==> src/rtl/pipe_stage_reg.sv <==
// Inter-stage pipeline register with stall (hold), flush (bubble) and valid tracking.
// Optional perf counters (stall_cnt, bubble_cnt) enabled by defining PIPE_PERF_CNT_EN.
module pipe_stage_reg #(
   parameter int unsigned DATA_W    = 32,
   parameter int unsigned N_DATA    = 2,
   parameter int unsigned REG_W     = 5,
   parameter int unsigned CTRL_W    = 1,
   parameter logic [31:0] NOP_INSTR = 32'h0
) (
   input  logic                       clk,
   input  logic                       reset,
   input  logic                       stall,
   input  logic                       flush,
   input  logic                       valid_in,
   input  logic [31:0]                instr_in,
   input  logic [31:0]                pc_in,
   input  logic [31:0]                pc8_in,
   input  logic [N_DATA*DATA_W-1:0]   data_in,
   input  logic [REG_W-1:0]           writereg_in,
   input  logic [CTRL_W-1:0]          ctrl_in,
`ifdef PIPE_PERF_CNT_EN
   output logic [31:0]                stall_cnt,
   output logic [31:0]                bubble_cnt,
`endif
   output logic                       valid_out,
   output logic [31:0]                instr_out,
   output logic [31:0]                pc_out,
   output logic [31:0]                pc8_out,
   output logic [N_DATA*DATA_W-1:0]   data_out,
   output logic [REG_W-1:0]           writereg_out,
   output logic [CTRL_W-1:0]          ctrl_out
);

   localparam int unsigned DW = N_DATA * DATA_W;

   typedef enum logic [0:0] {StEmpty = 1'b0, StFull = 1'b1} state_e;

   // Declaration initialisers give power-up values equal to the reset values.
   state_e              r_state    = StEmpty;
   logic [31:0]         r_instr    = NOP_INSTR;
   logic [31:0]         r_pc       = 32'h0;
   logic [31:0]         r_pc8      = 32'h0;
   logic [DW-1:0]       r_data     = '0;
   logic [REG_W-1:0]    r_writereg = '0;
   logic [CTRL_W-1:0]   r_ctrl     = '0;

   state_e              w_state_next;
   logic [31:0]         w_instr_next;
   logic [31:0]         w_pc_next;
   logic [31:0]         w_pc8_next;
   logic [DW-1:0]       w_data_next;
   logic [REG_W-1:0]    w_writereg_next;
   logic [CTRL_W-1:0]   w_ctrl_next;
   logic                w_load;
   logic                w_bubble;

   always_comb begin
      w_load          = 1'b0;
      w_bubble        = 1'b0;
      w_state_next    = r_state;
      w_instr_next    = r_instr;
      w_pc_next       = r_pc;
      w_pc8_next      = r_pc8;
      w_data_next     = r_data;
      w_writereg_next = r_writereg;
      w_ctrl_next     = r_ctrl;

      if (flush) begin
         w_bubble = 1'b1;
      end else if (!stall) begin
         w_load   = valid_in;
         w_bubble = !valid_in;
      end

      // Bubbles keep the PC for exception/EPC use but clear everything that
      // could write the register file or act as a forwarding source.
      if (w_bubble) begin
         w_state_next    = StEmpty;
         w_instr_next    = NOP_INSTR;
         w_pc_next       = pc_in;
         w_pc8_next      = pc8_in;
         w_data_next     = '0;
         w_writereg_next = '0;
         w_ctrl_next     = '0;
      end else if (w_load) begin
         w_state_next    = StFull;
         w_instr_next    = instr_in;
         w_pc_next       = pc_in;
         w_pc8_next      = pc8_in;
         w_data_next     = data_in;
         w_writereg_next = writereg_in;
         w_ctrl_next     = ctrl_in;
      end
   end

   always_ff @(posedge clk) begin
      if (reset) begin
         r_state    <= StEmpty;
         r_instr    <= NOP_INSTR;
         r_pc       <= 32'h0;
         r_pc8      <= 32'h0;
         r_data     <= '0;
         r_writereg <= '0;
         r_ctrl     <= '0;
      end else begin
         r_state    <= w_state_next;
         r_instr    <= w_instr_next;
         r_pc       <= w_pc_next;
         r_pc8      <= w_pc8_next;
         r_data     <= w_data_next;
         r_writereg <= w_writereg_next;
         r_ctrl     <= w_ctrl_next;
      end
   end

   assign valid_out    = (r_state == StFull);
   assign instr_out    = r_instr;
   assign pc_out       = r_pc;
   assign pc8_out      = r_pc8;
   assign data_out     = r_data;
   assign writereg_out = r_writereg;
   assign ctrl_out     = r_ctrl;

`ifdef PIPE_PERF_CNT_EN
   logic [31:0] r_stall_cnt  = 32'h0;
   logic [31:0] r_bubble_cnt = 32'h0;
   logic        w_stall_evt;

   assign w_stall_evt = stall & ~flush;

   // Both counters saturate rather than wrap.
   always_ff @(posedge clk) begin
      if (reset) begin
         r_stall_cnt  <= 32'h0;
         r_bubble_cnt <= 32'h0;
      end else begin
         if (w_stall_evt && (r_stall_cnt != 32'hFFFF_FFFF)) begin
            r_stall_cnt <= r_stall_cnt + 32'd1;
         end
         if (w_bubble && (r_bubble_cnt != 32'hFFFF_FFFF)) begin
            r_bubble_cnt <= r_bubble_cnt + 32'd1;
         end
      end
   end

   assign stall_cnt  = r_stall_cnt;
   assign bubble_cnt = r_bubble_cnt;
`endif

endmodule

==> config.mk <==
export PLATFORM = sky130hd
export DESIGN_NAME = pipe_stage_reg
export DESIGN_NICKNAME = d
export VERILOG_FILES = /design/src/rtl/pipe_stage_reg.sv
export SDC_FILE = /design/constraint.sdc
export NUM_CORES = 1
export LEC_CHECK = 0
export CAP_MARGIN = 20
export CORE_AREA = 2 2 133 135
export CTS_BUF_LIST = sky130_fd_sc_hd__clkbuf_4
export DETAILED_ROUTE_END_ITERATION = 8
export DIE_AREA = 0 0 135 137
export GPL_TIMING_DRIVEN = 1
export PLACE_DENSITY = 0.89
export SLEW_MARGIN = 20
export SYNTH_ARGS = -nofsm -noshare
export SYNTH_HDL_FRONTEND = slang
export SYNTH_SLANG_ARGS = --single-unit
==> constraint.sdc <==
create_clock -name clk -period 3 [get_ports clk]
set_input_delay 0.6 -clock clk [delete_from_list [all_inputs] [get_ports clk]]
set_output_delay 0.6 -clock clk [all_outputs]
set_load 0.02 [all_outputs]
==> results.md <==
* Outcome: finished clean
* Global route overflow at 0
* Area Growth Syn to Fin at 55.1%
* Peak VDD IR at 311 uV
* Final nets at 1206
* Minimum clock period at 2.14 ns
* Synth warnings at 0
* Antenna viol nets, final at 0
* WP buf/inv at 1
* Row cnt at 48
* Worst-Margin Slew at 0.698 ns
* Number of global-route vias before repair at 5661
* Share of cells above drive strength 1 at 0.116
* Max Cap Viol at 0
* Largest net degree at the start of global routing at 82
* Power per standard cell area at 435 mW/mm2
* R2r endpoint: data_out[12]$_SDFFE_PP0P_
* DR pass1 iterations at 7
* Pre-CTS setup slack at 0.821 ns
* Setup crit end: instr_out[28]
* Vias per std cell at 4.82
* Crit Path Max Fanout at 2
* Final Hold Viols at 0
* Register-to-Register Setup Slack at 2.36 ns
* Cell Area, Synth at 0.00656 mm2
* Register area share after synthesis at 0.510
* Peak Freq at 0.467 GHz
* Slew Limit Fails at 0
* 1st-iter DRT viols at 247
* Syn avg cell area at 8.90 um2
* All-Layer GR Usage at 0.198
* Reg-to-reg critical path startpoint: data_out[12]$_SDFFE_PP0P_
* Remaining DRCs at 0
* Tot Pwr at 4.43 mW
* Register area at 0.00334 mm2
* Kind of critical path: reg2out
* Layout Utilization at 0.596
* Worst Clk Skew at 0 ns
* H-tree depth at 4
* Hold_buf cts at 0
* Wirelength, routed at 19400 um
* Post-CTS Resized at 0
* Post-synth cell types at 16
* Critical Path Max Stage Delay at 0.62 ns
* Hold Path Class: in2reg
* Clock Latency Late Sink at 0.52 ns
* Setup Buffers After CTS at 0
* Final setup margin at 0.858 ns
* R2R cell count at 2
* CTS Sinks at 167
* Cts bufs inserted at 17
* Post-Synthesis Cells at 737
* Root Buffer: clkbuf_4
* Synth Register Bits at 167
* CP startpoint kind: flop
* Post-DP HPWL at 13400 um
* # fillers at 1461
* Chip Width at 135 um
* RSZ-0062 raised after global routing: no
* Crit-path leading delay family: buffers and inverters
* Starting Density at 0.385
* Critical path depth in cells at 1
* CORE AREA at 0.0171 mm2
* Worst hold slack at 0.439 ns
* # setup viols final at 0
* First-pass GRT wire length at 29000 um
* Initial antenna violation count at 3
* Die footprint at 0.0185 mm2
* Clock Path Buffers at 2
* Final period util at 0.714
* Crit path from: instr_out[28]$_SDFFE_PP0P_
* CTS tree: done
* Leak at 3.46 nW
* Worst Path Required at 2.40 ns
* Via count at 6151
* Clk slew on worst S/H paths at 0.15 ns
* Syn nets at 908
* Sum Neg Setup Slack at 0 ns
* Relative slew slack at 0.535
* DIE HEIGHT at 137 um
* Area of the multi-input gates at 0.00279 mm2
* CP max stage cell: clkdlybuf4s50_1
* GPL Wtd Cong at 0.780
* Crit path DAT at 1.54 ns
* Io pins at 338
* I/O Buffers at 337
* WL per Instance at 15.2 um
* Crit. End Element: output pin
* CP cell instances: clkdlybuf4s50_1
[cell usage after synthesis (all sizes together)]
library cell / count / share of area
nand2: 230 / 0.13
dfxtp: 167 / 0.51
a21oi: 166 / 0.17
nand3b: 102 / 0.12
buf: 45 / 0.054
clkbuf: 22 / 0.013
and2b: 1 / 0.0011
mux2i: 1 / 0.0015
nand2b: 1 / 0.00095
nor2: 1 / 0.00057
or2: 1 / 0.00095
[cells in the final DEF, fill, tap and decap left out, types with 2 or more instances in the layout]
master / Yosys / routed
buf_4: 1 / 7
clkinv_4: 0 / 4
a21oi_1: 90 / 90
a21oi_2: 76 / 76
clkbuf_4: 0 / 18
dfxtp_1: 167 / 167
buf_12: 0 / 4
inv_6: 0 / 3
nand3b_1: 102 / 102
nand2_1: 230 / 230
inv_8: 0 / 3
diode_2: 0 / 2
clkdlybuf4s50_1: 0 / 334
[logic make-up after synthesis]
family	after synthesis	synth area share
simple gates	336	0.252
buf+inv	67	0.0668
mux	1	0.00153
compound gates	166	0.170
flops	167	0.510
[registers in the layout, summed over array words and instances, names as in the netlist]
| name | count |
|---|---|
| data_out | 64 |
| instr_out | 32 |
| pc8_out | 32 |
| pc_out | 32 |
| writereg_out | 5 |
| ctrl_out | 1 |
| valid_out | 1 |
[metal layers]
layer  GRT usage  share of wire  vias to the layer above
li1            -              -                     3033
met1       0.236           0.42                     2860
met2       0.325           0.47                      230
met3      0.0759          0.088                       26
met4      0.0712          0.023                        2
met5           0        0.00067                        -
[worst min path at each step]
stage	from	cells past startpoint	end
detailed placement	pc8_out[22]$_SDFFE_PP0P_	2	pc8_out[22]$_SDFFE_PP0P_
global route	stall	3	instr_out[22]$_SDFFE_PP0P_
floorplan	pc8_out[10]$_SDFFE_PP0P_	2	pc8_out[10]$_SDFFE_PP0P_
CTS	stall	3	instr_out[21]$_SDFFE_PP0P_
finish	stall	3	instr_out[21]$_SDFFE_PP0P_
global placement	instr_out[30]$_SDFFE_PP0P_	2	instr_out[30]$_SDFFE_PP0P_
[power by group]
group          internal, mW  switching, mW  leakage, nW  total (mW)
registers              2.30         0.0401         1.37        2.34
clock network         0.447          0.856        0.151        1.30
logic                 0.419          0.364         1.94       0.784
[worst min-delay path, cell delays in order]
cell	delay (ns)
buf_4	0.18
nand2_1	0.08
a21oi_1	0.05
[through the flow]
step	cells	area (um2)
after floorplan	737	6560
after global placement	1241	9890
after detailed placement	1241	9890
after CTS	1273	10200
after global routing	1275	10200
final	1275	10200
[final cells by class]
| cell class | instances | area share |
|---|---|---|
| Clock buffer | 18 | 0.0133 |
| Tap cell | 225 | 0.0277 |
| Antenna cell | 2 | 0.000492 |
| Multi-Input combinational cell | 503 | 0.274 |
| Clock inverter | 14 | 0.0139 |
| Sequential cell | 167 | 0.329 |
| Timing Repair Buffer | 346 | 0.342 |
Power figures use the tool's default switching activity.
